`src/rtl/counter_pkg.sv`:
```
// Shared constants for the counter family: count-mode and direction encodings.
package counter_pkg;

  localparam logic MODE_WRAP = 1'b0;
  localparam logic MODE_SAT  = 1'b1;

  localparam logic DIR_DOWN  = 1'b0;
  localparam logic DIR_UP    = 1'b1;

endpackage : counter_pkg

```
`src/rtl/counter_prescaler.sv`:
```
// Enabled-cycle prescaler: pulses step on every PRESCALE-th enabled cycle.
// With PRESCALE=1 the counter is pinned at zero, so step simply follows en.
module counter_prescaler #(
  parameter int PRESCALE = 1
) (
  input  logic clk,
  input  logic reset,
  input  logic clr,
  input  logic en,
  output logic step
);

  localparam int              CW   = (PRESCALE > 1) ? $clog2(PRESCALE) : 1;
  localparam logic [CW-1:0]   LAST = CW'(PRESCALE - 1);

  logic [CW-1:0] cnt;

  // NOTE: sequential state is written with <= only, so every flop samples
  // pre-edge values regardless of block ordering.
  always_ff @(posedge clk) begin
    if (!reset || clr) begin
      cnt <= '0;
    end else if (en) begin
      cnt <= (cnt == LAST) ? '0 : cnt + 1'b1;
    end
  end

  assign step = en && (cnt == LAST);

endmodule : counter_prescaler

```
`src/rtl/updown_counter.sv`:
```
// Prescaled up/down counter with runtime limit, wrap/saturate and load.
// Optional snapshot register enabled by defining UPDOWN_COUNTER_CAPTURE_EN.
module updown_counter
  import counter_pkg::*;
#(
  parameter int WIDTH    = 8,
  parameter int PRESCALE = 1
) (
  input  logic             clk,
  input  logic             reset,
  input  logic             en,
  input  logic             up,
  input  logic             mode,
  input  logic             load,
  input  logic [WIDTH-1:0] load_val,
  input  logic [WIDTH-1:0] limit,
`ifdef UPDOWN_COUNTER_CAPTURE_EN
  input  logic             capture,
  output logic [WIDTH-1:0] cap_val,
`endif
  output logic [WIDTH-1:0] out,
  output logic             tc,
  output logic             at_zero,
  output logic             at_limit
);

  logic             step;
  logic [WIDTH-1:0] step_out;
  logic             step_tc;
  logic [WIDTH-1:0] load_clamped;

  // A load restarts the step period, so it also clears the prescaler.
  counter_prescaler #(
    .PRESCALE (PRESCALE)
  ) u_prescaler (
    .clk   (clk),
    .reset (reset),
    .clr   (load),
    .en    (en),
    .step  (step)
  );

  // NOTE: every output of this block gets a default first, so no path
  // leaves a value unassigned and no latch is inferred.
  always_comb begin
    step_out = out;
    step_tc  = 1'b0;
    if (up == DIR_UP) begin
      if (out < limit) begin
        step_out = out + 1'b1;
      end else begin
        step_out = (mode == MODE_SAT) ? limit : '0;
        step_tc  = 1'b1;
      end
    end else begin
      // A lowered limit snaps the count back into range without a pulse.
      if (out > limit) begin
        step_out = limit;
      end else if (out == '0) begin
        step_out = (mode == MODE_SAT) ? '0 : limit;
        step_tc  = 1'b1;
      end else begin
        step_out = out - 1'b1;
      end
    end
  end

  assign load_clamped = (load_val > limit) ? limit : load_val;

  always_ff @(posedge clk) begin
    if (!reset) begin
      out <= '0;
      tc  <= 1'b0;
    end else if (load) begin
      out <= load_clamped;
      tc  <= 1'b0;
    end else if (step) begin
      out <= step_out;
      tc  <= step_tc;
    end else begin
      tc  <= 1'b0;
    end
  end

`ifdef UPDOWN_COUNTER_CAPTURE_EN
  // Snapshot takes the pre-edge count, independent of same-edge load/step.
  always_ff @(posedge clk) begin
    if (!reset) begin
      cap_val <= '0;
    end else if (capture) begin
      cap_val <= out;
    end
  end
`endif

  assign at_zero  = (out == '0);
  assign at_limit = (out == limit);

endmodule : updown_counter

```
`config.mk`:
```
export PLATFORM = sky130hd
export DESIGN_NAME = updown_counter
export DESIGN_NICKNAME = d
export VERILOG_FILES = /design/src/rtl/counter_pkg.sv /design/src/rtl/counter_prescaler.sv /design/src/rtl/updown_counter.sv
export SDC_FILE = /design/constraint.sdc
export NUM_CORES = 1
export LEC_CHECK = 0
export CAP_MARGIN = 40
export CORE_UTILIZATION = 46
export DETAILED_ROUTE_END_ITERATION = 10
export PLACE_DENSITY = 0.77
export SETUP_SLACK_MARGIN = 0.05
export SYNTH_ARGS = -nofsm -noshare
export SYNTH_HDL_FRONTEND = slang
export SYNTH_SLANG_ARGS = --single-unit
export TNS_END_PERCENT = 20
```
`constraint.sdc`:
```
create_clock -name clk -period 2.1 [get_ports clk]
set_input_delay 0.42 -clock clk [delete_from_list [all_inputs] [get_ports clk]]
set_output_delay 0.42 -clock clk [all_outputs]
set_load 0.01 [all_outputs]
```
# Word level (Yosys, flattened, before mapping)
# Index checks and enable logic that the tools add are counted.
# W data, S select, Z words.
[op_classes]
n_addsub = 3
magnitude_cmp = 3
eq_ne = 1
n_mux = 14
bitwise = 3
reduce_logical = 6
[op_table]
columns = ["op", "count"]
rows = [
  ["$mux W8", 9],
  ["$gt A8 B8 Y1", 2],
  ["$add A8 B1 Y8 const B", 1],
  ["$eq A8 B8 Y1", 1],
  ["$logic_not A8 Y1", 1],
  ["$lt A8 B8 Y1", 1],
  ["$sub A8 B1 Y8 const B", 1],
  ["$mux W1", 5],
  ["$not A1 Y1", 3],
  ["$reduce_or A3 Y1", 1],
  ["$reduce_bool A2 Y1", 1],
  ["$add A1 B1 Y1 const B", 1],
  ["$logic_and A1 B1 Y1", 1],
  ["$logic_not A1 Y1", 1],
  ["$logic_or A1 B1 Y1", 1],
]
[word_totals]
register_bits = 10
inputBits = 22
out_inout_bits = 11
wordCells = 33

# Longest topological paths before layout
# Gate-level depths: netlist of the first run.
[logic_depth]
ltp_word = 6
mapped_depth = 9
ltp_nobuf = 8

# By module
# From an unflattened synthesis of the first run, not the netlist that was laid out.
[hier_totals]
cells_unflattened = 184
hier_area_um2 = 1386.3
[by_module_without_submodules]
columns = ["module", "instances", "cells_per_inst", "area_per_inst_um2", "seq_area_each_um2"]
rows = [
  ["updown_counter", 1, 183, 1378.8, 180.2],
  ["counter_prescaler", 1, 1, 7.5, 0.0],
]

# Least setup slack after synthesis of the first run
# Ideal clock, no wire load.
[synth_path]
path_kind = "register to register"
from = "register out[0]"
to = "register out[0]"
setup_ns = 0.117
arrival_ns = 2.303
required_ns = 1.983
path_slack_ns = -0.320
path_stages_with_launch = 10
synth_period_minus_slack_ns = 2.420
cell_sequence = "dfxtp_1 > buf_2 > inv_1 > ha_1 > nand4_1 > nor2_1 > nor2_1 > a211o_2 > a221o_1 > a32o_1"
[synth_via]
elab_chain_cells = 6
elab_cells_between_ends = 11
cone_classes = "2 x add/sub; 2 x order compare; 6 x mux; 1 x reduce/logical"
[synth_lines]
columns = ["element", "line", "text"]
rows = [
  ["start: declaration", "updown_counter.sv:21", "output logic [WIDTH-1:0] out,"],
  ["start signal: assignment", "updown_counter.sv:75", "out <= load_clamped;"],
  ["start signal: assignment", "updown_counter.sv:78", "out <= step_out;"],
  ["$sub A8 B1 Y8 or $logic_not A8 Y1 (tied branches)", "updown_counter.sv:63, updown_counter.sv:59", ""],
  ["$mux W8", "updown_counter.sv:59", "end else if (out == '0) begin"],
  ["$mux W8", "updown_counter.sv:57", "if (out > limit) begin"],
  ["$mux W8 *", "updown_counter.sv:48", "if (up == DIR_UP) begin"],
  ["$mux W8 *", "updown_counter.sv:77", "end else if (step) begin"],
  ["$mux W8 *", "updown_counter.sv:74", "end else if (load) begin"],
]
# Every way passes the cells marked *; elsewhere a longest branch is shown, timed or not. The select of a mux whose other input is x is not followed.
# A chain may end at the register's enable or synchronous reset.

# Worst setup path after layout of the first run
[layout_path]
from = "register out[3]"
to = "register out[7]"
# The elaborated chain is that of the path after synthesis.

==> results.cfg, run 1 <==
[grt]
grt_max_degree = 12
antenna_found_initial = 0
track_usage_pct = 36.4
grt_pass1_vias = 2066
grt_remaining_overflow = 0
grt_pass1_wl_mm = 9.60

[critical_path]
timing.rr.end = out[7]$_SDFFE_PN0P_
rrSetupSlack_ps = -240
required_ps = 2260
worstPathMaxFanout = 6
cp-end-kind = flop
reg2regPathDepth = 9
cp-start-kind = flop
worst_ep_arrival_time_ps = 2500
crit_type = flop to flop
rr_startpoint = out[3]$_SDFFE_PN0P_

[cells_and_area]
layout-drive-gt1-share_pct = 40.6
nets = 320
mostFrequentLayoutCells = 59 x buf_4, 21 x clkdlybuf4s50_1, 12 x nor2_1
final_common_cell = buf_4
areaGrowthSynthToFinish_pct = 67.9
diodes = 0
fillers = 200

[logic_synthesis]
syn_nets = 230
synth-simple-area-share_pct = 22.2
synth-compound-area-share_pct = 29.8
synthMuxAreaShare_pct = 5.35
synthesis.area_um2 = 1500
yosysSeqAreaShare_pct = 12.0
synthXorXnorAreaFrac_pct = 7.02
synth_cells = 189
synthFlopType = dfxtp_1
synth_cell_types = 53
ys_warn_count = 0
synth_edf_count = 0
synth_top_family_by_area = compound AO/OA/AOI/OAI gates
synth_fa_ha_area_share_pct = 15.9
avgSynthCellArea_um2 = 7.92
synth_seq_cells = 9
async_flop_share_pct = 0

[cts]
htreeDepth = 1
numClockSinks = 9
postCtsHoldBufs = 0
numCtsBuffers = 3
clockBufferDepth = 2
clk_pin_slew_ps = 70
cts_tree = yes
root_buffer = clkbuf_4
worstSkewPairLatency_ps = 280

[timing]
fin_setup_tns_ps = -1470
rsz0062_at_grt = true
setup_viol = 10
drv_slew = 0
tightest_slew_ps = 540
fin_worst_skew_ps = 7.43
fmax_mhz = 428
hold_viol = 0
max-slew-margin-rel_pct = 63.8
finalCritPeriodShare_pct = 111
post-route-min-period_ps = 2340
layout_setup_ws_ps = -237

[detailed_routing]
dr_total_vias = 2069
drc_errors = 0
finalWirelength_mm = 6.47
wl_per_cell_um = 20.1
drt_first_iter_violations = 222
drt_pass1_iterations = 8
viasPerCell = 6.43
antenna_left = 0

[placed_design]
portBuffers = 32
gp_congestion = 0.972
dp_slack_ps = -772
hpwlAfterDp_mm = 4.27

[floorplanning]
pin_count = 33
initial_utilization_pct = 48.6
coreArea_um2 = 3080
std_cell_rows = 20
die_width_um = 59.0
die_h_um = 59.0
die_area_um2 = 3490

[hold_path]
min_to = out[1]$_SDFFE_PN0P_
hold_path_class = input port to flop
whs_path_depth = 5
hp-start = limit[1]

[pwr]
power_density_nw_per_um2 = 470
p_leak_uw = 0.00105
power.total_uw = 1180
ir_worst_vdd_v = 0.000222

[run_status]
failed_checks = setup timing
status = finished with violations

[run]
drv_cap = 0
-- synth_stat cells, drive strengths merged, types with 3 or more instances --
library cell	n	area, µm²
xor2	6	52.6
ha	19	238
a32o	5	50.1
a211oi	3	22.5
inv	12	45.0
nor2	15	56.3
and2	3	18.8
a311o	5	50.1
buf	7	57.5
nand3	5	25.0
dfxtp	9	180
mux2i	8	80.1
xnor2	6	52.6
nor4	3	25.0
nor3	5	25.0
a21oi	8	40.0
a22oi	4	30.0
nand4	5	31.3
o21ai	12	60.1
a221o	5	50.1
nand2	10	37.5
-- cells by family after synthesis --
family	after synthesis
simple gates	59
compound gates	60
flops	9
buf+inv	22
fa+ha+maj	19
mux	8
xor+xnor	12
-- how the worst max path moves through the flow --
stage,endpoint,cells past startpoint,startpoint,slack (ps)
2_1_floorplan,out[0]$_SDFFE_PN0P_,7,out[2]$_SDFFE_PN0P_,-100
3_3_place_gp,out[0]$_SDFFE_PN0P_,9,limit[6],-700
5_1_grt,out[3]$_SDFFE_PN0P_,7,out[2]$_SDFFE_PN0P_,-260
6_report,out[7]$_SDFFE_PN0P_,9,out[3]$_SDFFE_PN0P_,-240
4_1_cts,out[6]$_SDFFE_PN0P_,9,out[3]$_SDFFE_PN0P_,-160
3_5_place_dp,out[0]$_SDFFE_PN0P_,9,limit[1],-770
-- what timing repair did --
item,4_1_cts,5_1_grt
buffers inserted,9,3
pin swaps,15,10
resized for setup,39,14
endpoints found under the setup margin,11,11
-- area by class of cell --
| cell class | instances | area [µm²] | area share (%) |
|---|---|---|---|
| flip-flops and latches | 9 | 191 | 7.62 |
| inverters | 13 | 61.3 | 2.44 |
| well taps | 44 | 55.1 | 2.19 |
| multi-input cells | 158 | 1390 | 55.3 |
| repair buffers | 94 | 790 | 31.4 |
| clock buffers | 4 | 26.3 | 1.05 |
-- state kept, by name (all words and copies together) (netlist names) --
name,cells
out,8
tc,1
-- worst max-delay path, stage by stage (launching register included) --
cell	delay, ps
dfxtp_4	360
buf_12	120
ha_4	270
nand4_1	160
nor2_4	150
buf_6	130
a211oi_4	50
a211o_4	370
a221o_1	330
a32o_1	260
-- routing by layer --
metal  vias up  track usage [%]  share of wire (%)
met5         -                0                  0
li1        913                -                  -
met1       948             44.1                 39
met3        32             3.49                8.5
met2       176             64.0                 49
met4         0             17.7                3.9
-- report_power, final --
part | internal (µW) | leakage [µW] | total (µW) | switching (µW)
Combinational | 404 | 0.000958 | 813 | 409
Clock | 73.8 | 0.0000150 | 149 | 74.9
Sequential | 192 | 0.0000769 | 220 | 27.7
-- per-stage QoR --
step	area (µm²)	utilization [%]	std cells	hold WS, ps
final	2510	81.6	322	652
after global placement	2300	74.9	306	706
after detailed placement	2300	74.9	306	751
after floorplan	1620	-	189	508
after global routing	2510	81.6	322	690
after CTS	2450	79.8	319	707
(Power assumes the default switching activity.)
==> run 2: changes to the inputs <==
Settings changed: CORE_ASPECT_RATIO from default to 1.75, TNS_END_PERCENT 20 to 100.
==> run 2 against run 1 <==
The run still ends with setup timing left; power rose by 12%; count of clock-buffer cells in the layout did not move; sequential power fell by 2%; maximum frequency rose by 3.1%; clock power rose by 52%; final cell count rose by 2.8%; first-iteration DRC count fell by 63%; via count rose by 1.4%; die area rose by 0.26%; cell area rose by 7.1%; critical path type is now input port to flop; critical endpoint is now out[1]$_SDFFE_PN0P_.
==> results.cfg, run 2 (synthesized netlist as in run 1, its figures left out) <==
[run_status]
status = finished with violations
failed_checks = setup timing

[critical_path]
crit_chain = clkdlybuf4s15_2 -> inv_4 -> ha_1 -> buf_4 -> nand4_1 -> nor2_2 -> nor2_1 -> buf_4 -> mux2i_1 -> o221ai_1 -> a32o_1
rrSetupSlack_ps = -160
timing.rr.end = out[1]$_SDFFE_PN0P_
slowest_stage = ha_1
worstPathMaxFanout = 5
worst_ep_arrival_time_ps = 2400
rr_startpoint = out[1]$_SDFFE_PN0P_
required_ps = 2230
cp-end-kind = flop
cp-start-kind = input port
crit_type = input port to flop
slowest_delay_ps = 330
crit_top_cell = buf_4
reg2regPathDepth = 9

[detailed_routing]
viasPerCell = 6.34
drc_errors = 0
finalWirelength_mm = 7.05
wl_per_cell_um = 21.3
antenna_left = 0
drt_pass1_iterations = 4
drt_first_iter_violations = 82
dr_total_vias = 2097

[floorplanning]
die_h_um = 77.5
die_width_um = 45.1
std_cell_rows = 27
initial_utilization_pct = 48.1
pin_count = 33
die_area_um2 = 3490
coreArea_um2 = 3110

[grt]
grt_pass1_vias = 2123
antenna_found_initial = 0
track_usage_pct = 39.6
grt_pass1_wl_mm = 10.2
grt_max_degree = 12
grt_remaining_overflow = 0

[cells_and_area]
layout-drive-gt1-share_pct = 48.6
largest_register_ffs = 8
reg.largest.list = out: 8 flops, tc: 1 flops
diodes = 0
fin_area_um2 = 2690
mostFrequentLayoutCells = 64 x buf_4, 14 x clkdlybuf4s50_1, 12 x nor2_1
largest-register = out
areaGrowthSynthToFinish_pct = 79.8
final_common_cell = buf_4
nets = 330

[timing]
fin_worst_skew_ps = 3.14
fmax_mhz = 441
setup_viol = 5
hold_viol = 0
finalCritPeriodShare_pct = 108
max-slew-margin-rel_pct = 65.4
tightest_slew_ps = 518
drv_slew = 0
fin_setup_tns_ps = -527
layout_setup_ws_ps = -166
rsz0062_at_grt = true
post-route-min-period_ps = 2270

[cts]
root_buffer = clkbuf_8
postCtsHoldBufs = 0
htreeDepth = 1
cts_tree = yes
numCtsBuffers = 3
clk_pin_slew_ps = 50
clockBufferDepth = 2
numClockSinks = 9
worstSkewPairLatency_ps = 250

[hold_path]
hp-start = limit[2]
whs_path_depth = 4
hold_path_class = input port to flop
min_to = out[2]$_SDFFE_PN0P_

[placed_design]
portBuffers = 32
placed_area_um2 = 2350
gp_congestion = 0.936
dp_slack_ps = -863
hpwlAfterDp_mm = 4.81

[pwr]
power_density_nw_per_um2 = 490
ir_worst_vdd_v = 0.000484
p_leak_uw = 0.00114

[run]
drv_cap = 0
-- run 2: cell count changes in the layout (fill, tap and decap cells not counted), moves of 2 or more --
cell,before,now
ha_1,11,9
clkbuf_8,0,3
dlygate4sd2_1,3,8
a21oi_1,6,4
clkdlybuf4s50_1,21,14
buf_6,3,7
ha_4,8,10
buf_4,59,64
buf_2,1,7
clkbuf_4,3,0
clkdlybuf4s15_1,3,0
o41ai_1,2,0
a21oi_2,2,4
-- run 2: final cells by class --
cell class	count	area [µm²]
timing repair buffer	104	852
inverter	13	63.8
clock buffer	4	45.0
fill	180	417
sequential	9	195
multi-input combinational	158	1480
tap	43	53.8
-- run 2: worst max-delay path by stage --
stage / cells after the start / start / slack, ps / to
finish: 11 / limit[3] / -170 / out[1]$_SDFFE_PN0P_
CTS: 9 / out[4]$_SDFFE_PN0P_ / -80 / out[1]$_SDFFE_PN0P_
global placement: 12 / limit[1] / -730 / out[3]$_SDFFE_PN0P_
detailed placement: 12 / limit[1] / -860 / out[3]$_SDFFE_PN0P_
floorplan: 7 / out[2]$_SDFFE_PN0P_ / -100 / out[0]$_SDFFE_PN0P_
global route: 11 / limit[3] / -250 / out[1]$_SDFFE_PN0P_
-- run 2: repair_timing --
item                       CTS  global route
resized for setup           81            10
setup endpoints to repair   11            10
pin swaps                   37            10
buffers inserted            12             3
-- run 2: critical path, delay by kind of cell --
kind | cells | cell delay, ps
AO/OA/AOI/OAI | 2 | 440
adder cells (fa/ha/maj) | 1 | 330
buffers and inverters | 4 | 580
multiplexers | 1 | 170
AND/OR/NAND/NOR | 3 | 470
-- run 2: through the flow --
step           utilization [%]  hold WS, ps  std cells  power (µW)
3_3_place_gp              75.6          751        313         908
6_report                  86.6          605        331        1320
3_5_place_dp              75.6          761        313         932
5_1_grt                   86.6          648        331        1380
4_1_cts                   84.6          663        328        1240
2_1_floorplan                -          508        189         617
-- run 2: routing by layer --
layer,up-vias,part of all wire [%],GRT usage (%)
li1,933,-,-
met1,994,35,41.6
met2,127,51,68.1
met3,43,6.7,4.42
met4,0,6.7,28.2
met5,-,0,0
-- run 2: where the power goes --
| group | internal (µW) | switching [µW] | total (µW) |
|---|---|---|---|
| clock network | 134 | 93.1 | 227 |
| logic | 444 | 430 | 874 |
| registers | 193 | 23.7 | 216 |
==> edit 1, RTL diff (flow settings as in run 2) <==
The parameter `WIDTH` goes from 8 to 10.
--- a/src/rtl/updown_counter.sv
+++ b/src/rtl/updown_counter.sv
@@ -3,7 +3,7 @@
 module updown_counter
   import counter_pkg::*;
 #(
-  parameter int WIDTH    = 8,
+  parameter int WIDTH    = 10,
   parameter int PRESCALE = 1
 ) (
   input  logic             clk,
Ports: changed (resized limit, load_val and out); port bits go from 33 to 39. No check against the original RTL was run, so the function may have changed too.
==> edit 1 against run 2 <==
- routed wire length increased by 58%
- design area increased by 32%
- clock skew is essentially flat
- setup slack worse by 0.19 ns
- critical endpoint is now out[6]$_SDFFE_PN0P_
- largest cell class unchanged
- global-route usage is 8.5 points higher
- register-to-register slack got worse by 0.20 ns
- sequential cell count increased by 2
- area after synthesis grew 32%
- die area up 31%
- highest routed layer is now met5
- the run still ends with negative setup slack left
- power is 45% higher
==> edit 1: results (changes against run 2) <==
\begin{tabular}{lr}
\hline
Metric & Value \\
\hline
\multicolumn{2}{l}{\textbf{Status}} \\
\quad Outcome & finished with violations \\
\quad Violations in the final reports & negative setup slack \\
\multicolumn{2}{l}{\textbf{Timing}} \\
\quad Number of setup violations in the final report & 12 (+7) \\
\quad Worst clock skew on the final layout & 0.00312 ns (-0.0000208 ns) \\
\quad Slew at the pin closest to its max-slew limit & 0.590 ns (+0.0716 ns) \\
\quad Worst-case setup margin in the final layout & -0.359 ns (-0.193 ns) \\
\multicolumn{2}{l}{\textbf{Placement}} \\
\quad Total placed instance area & 2900 um\^{}2 (+23\%) \\
\quad Setup WS pre-CTS & -0.867 ns (-0.00445 ns) \\
\quad Total half-perimeter wirelength after legalization and detailed placement & 5.77 mm (+20\%) \\
\multicolumn{2}{l}{\textbf{Yosys}} \\
\quad Register area share after synthesis & 11.1\% (-0.91 points) \\
\quad Leading cell types by count after synthesis & sky130\_fd\_sc\_hd\_\_o21ai\_0 (23), sky130\_fd\_sc\_hd\_\_ha\_1 (22), sky130\_fd\_sc\_hd\_\_nand2\_1 (21) \\
\quad Top post-synthesis cells by area & sky130\_fd\_sc\_hd\_\_ha\_1 (14\%), sky130\_fd\_sc\_hd\_\_dfxtp\_1 (11\%), sky130\_fd\_sc\_hd\_\_o21ai\_0 (5.8\%) \\
\multicolumn{2}{l}{\textbf{Critical path}} \\
\quad Depth of the worst register-to-register path & 10 (+1) \\
\quad Worst stage delay on the critical path & 0.37 ns (+0.04 ns) \\
\quad Destination of the worst register-to-register timing path & out[6]\$\_SDFFE\_PN0P\_ \\
\quad Kind of critical path & flop to flop \\
\quad Signal arrival time at the worst endpoint & 2.61 ns (+0.21 ns) \\
\quad Worst flop-to-flop path startpoint & out[5]\$\_SDFFE\_PN0P\_ \\
\quad Critical path fanouts, max & 6 (+1) \\
\multicolumn{2}{l}{\textbf{Cells and area}} \\
\quad NumNets Final & 426 (+29\%) \\
\quad Share of final-layout standard cells stronger than drive strength 1 & 50.1\% (+1.5 points) \\
\quad Largest registers & out x10, tc x1 \\
\quad \# fillers & 196 (+8.9\%) \\
\multicolumn{2}{l}{\textbf{Global route}} \\
\quad Antenna violations before repair & 1 (+1) \\
\quad Largest net degree at the start of global routing & 24 (+12) \\
\quad Total track usage & 48.1\% (+8.5 points) \\
\multicolumn{2}{l}{\textbf{Routing}} \\
\quad First DRT Iteration DRCs & 269 (+230\%) \\
\hline
\end{tabular}
==> edit 1: changes by cell type in the layout (fill, tap and decap cells not counted), sizes merged, moves of 6 or more <==
cell           before  now
buf                79   95
nand3               5   12
nand2              10   21
clkdlybuf4s50      14   20
a21oi               8   18
o21ai              12   23
==> edit 1: per-stage QoR <==
step	cells	utilization [%]	hold WS (ns)
after global routing	426	86.4	0.655
after global placement	400	70.4	0.662
after floorplan	274	-	0.560
final	426	86.4	0.657
after CTS	421	83.2	0.590
after detailed placement	400	70.4	0.681
==> edit 1: cell families after synthesis <==
kind of cell    after synthesis  share of synthesized area, %
compound gates               84                          28.6
xor+xnor                     12                          5.31
buf+inv                      41                          9.04
flops                        11                          11.1
simple gates                 95                          27.5
fa+ha+maj                    22                          13.9
mux                           9                          4.55
==> edit 1: worst min path at each step <==
stage / endpoint / start / slack, ns / cells after the start
after floorplan: tc$_SDFF_PP0_ / reset / 0.56 / 2
after global placement: out[7]$_SDFFE_PN0P_ / out[7]$_SDFFE_PN0P_ / 0.66 / 4
after detailed placement: out[7]$_SDFFE_PN0P_ / out[7]$_SDFFE_PN0P_ / 0.68 / 4
after CTS: out[6]$_SDFFE_PN0P_ / limit[6] / 0.59 / 4
after global routing: out[6]$_SDFFE_PN0P_ / limit[6] / 0.65 / 4
final: out[6]$_SDFFE_PN0P_ / limit[6] / 0.66 / 4
==> edit 1: power groups by stage <==
stage | Combinational [mW] | Clock, mW | Sequential [mW]
after floorplan | 0.565 | 0 | 0.277
after global placement | 0.927 | 0 | 0.273
after detailed placement | 0.948 | 0 | 0.273
after CTS | 1.18 | 0.239 | 0.274
after global routing | 1.45 | 0.260 | 0.278
final | 1.38 | 0.256 | 0.279
==> edit 1: area by class of cell <==
| cell class | count | area (um^2) | area share (%) |
|---|---|---|---|
| clock buffer | 4 | 45.0 | 1.27 |
| inverter | 18 | 83.8 | 2.36 |
| multi-input combinational | 222 | 2090 | 58.8 |
| sequential | 11 | 235 | 6.62 |
| tap | 49 | 61.3 | 1.73 |
| timing repair buffer | 122 | 1040 | 29.3 |
==> edit 1: what timing repair did <==
action | 4_1_cts | 5_1_grt
cloned | 2 | 0
pin swaps | 43 | 12
hold buffers | 0 | 0
gates resized for setup | 136 | 23
buffers inserted | 17 | 5
endpoints found under the setup margin | 13 | 13
==> edit 1: per-layer routing <==
layer / share of wire, % / track usage (%) / up-vias / wire length (um)
met2: 48 / 80.2 / 272 / 5380
met3: 9.9 / 20.3 / 135 / 1110
met1: 30 / 44.0 / 1362 / 3390
li1: - / - / 1226 / -
met4: 11 / 40.8 / 2 / 1240
met5: 0.13 / 0 / - / 14
==> edit 1: worst min-delay path: cells and delay by family <==
family                 cells  cell delay (ns)
AO/OA/AOI/OAI              2             0.23
buffers and inverters      2             0.22
==> edit 2, RTL diff (config.mk and constraints of run 2) <==
Without the edit above. Register the outputs `at_zero` and `at_limit`, with the module's reset; this adds one clock of latency there. The other outputs are not delayed to match.
--- a/src/rtl/updown_counter.sv
+++ b/src/rtl/updown_counter.sv
@@ -93,8 +93,15 @@
   end
 `endif
 
-  assign at_zero  = (out == '0);
-  assign at_limit = (out == limit);
+  always_ff @(posedge clk) begin
+    if (!reset) begin
+      at_zero  <= '0;
+      at_limit <= '0;
+    end else begin
+      at_zero  <= (out == '0);
+      at_limit <= (out == limit);
+    end
+  end
 
 endmodule : updown_counter
 
Check against the original RTL: not equivalent (a bounded check fails within 4 cycles, from zero or initial values and one cycle with reset low).
==> edit 2 against run 2 <==
- the flow still finishes with violations (negative setup slack)
- critical path depth decreased by 1
- via count rose by 2.3%
- routed wire length shrank 0.94%
- sequential cell count grew 2
- synthesized cell count is 5.3% higher
- power shrank 0.46%
- maximum frequency up 2.6%
- setup slack better by 0.058 ns
- area after synthesis is 7.7% higher
- design area rose by 1.1%
- critical path type is now flop to flop
==> edit 2: results (changes against run 2) <==
\begin{tabular}{lr}
\hline
Metric & Value \\
\hline
\multicolumn{2}{l}{\textbf{Status}} \\
\quad Outcome & finished with violations \\
\quad Violations in the final reports & negative setup slack \\
\multicolumn{2}{l}{\textbf{Cells and area}} \\
\quad Multi-input gate area in the final layout & 1470 um\^{}2 (-0.59\%) \\
\quad Non-CTS inverters & 18 (+5) \\
\quad NumNets Final & 333 (+0.91\%) \\
\quad Number of multi-input logic gates & 156 (-1.3\%) \\
\quad Share of final-layout standard cells stronger than drive strength 1 & 46.7\% (-1.9 points) \\
\quad Finished Layout Cells & 336 (+1.5\%) \\
\quad Buffers, non-clock & 102 (-1.9\%) \\
\multicolumn{2}{l}{\textbf{Critical path}} \\
\quad Destination of the worst register-to-register timing path & out[7]\$\_SDFFE\_PN0P\_ \\
\quad Depth of the worst register-to-register path & 10 (+1) \\
\multicolumn{2}{l}{\textbf{Floorplanning}} \\
\quad Std cell rows & 28 (+3.7\%) \\
\multicolumn{2}{l}{\textbf{Placement}} \\
\quad Total half-perimeter wirelength after legalization and detailed placement & 4.85 mm (+0.79\%) \\
\quad Total placed instance area & 2360 um\^{}2 (+0.43\%) \\
\multicolumn{2}{l}{\textbf{Timing}} \\
\quad TNS Setup & -0.770 ns (-0.242 ns) \\
\quad Worst clock skew on the final layout & 0.00228 ns (-0.000855 ns) \\
\quad Worst-case setup margin in the final layout & -0.108 ns (+0.0577 ns) \\
\quad Relative slew slack & 71.6\% (+6.2 points) \\
\quad Number of setup violations in the final report & 9 (+4) \\
\multicolumn{2}{l}{\textbf{Yosys}} \\
\quad Yosys cell types & 56 (+5.7\%) \\
\quad Top post-synthesis cells by area & sky130\_fd\_sc\_hd\_\_ha\_1 (15\%), sky130\_fd\_sc\_hd\_\_dfxtp\_1 (14\%), sky130\_fd\_sc\_hd\_\_a21oi\_1 (4.3\%) \\
\quad Register area share after synthesis & 13.7\% (+1.6 points) \\
\multicolumn{2}{l}{\textbf{Pwr}} \\
\quad Clk pwr share & 17.1\% (-0.2 points) \\
\quad Switching share of power & 40.0\% (-1.5 points) \\
\multicolumn{2}{l}{\textbf{Global route}} \\
\quad First-pass GRT wire length & 10.4 mm (+2.4\%) \\
\multicolumn{2}{l}{\textbf{Routing}} \\
\quad First DRT Iteration DRCs & 114 (+39\%) \\
\multicolumn{2}{l}{\textbf{Clocking}} \\
\quad \# clock sinks & 11 (+2) \\
\hline
\end{tabular}
==> edit 2: cell types whose count changed in the layout (fill, tap and decap cells not counted), moves of 6 or more <==
cell | run 2 | this run
sky130_fd_sc_hd__buf_2 | 7 | 1
sky130_fd_sc_hd__inv_1 | 4 | 10
sky130_fd_sc_hd__o2111ai_1 | 0 | 6
sky130_fd_sc_hd__o211ai_1 | 1 | 9
sky130_fd_sc_hd__a21oi_1 | 4 | 10
==> edit 2: repair_timing <==
| action | in CTS | in global routing |
|---|---|---|
| endpoints found under the setup margin | 9 | 9 |
| setup buffers | 5 | 3 |
| hold buffers | 0 | 0 |
| pin swaps | 35 | 14 |
| cloned | 1 | 0 |
| gates resized for setup | 53 | 19 |
==> edit 2: metal layers <==
metal	track usage, %	vias to the layer above	share of wire [%]
li1	-	959	-
met5	0	-	0
met2	67.8	141	54
met1	41.6	1010	34
met3	4.72	36	6.4
met4	24.0	0	5.6
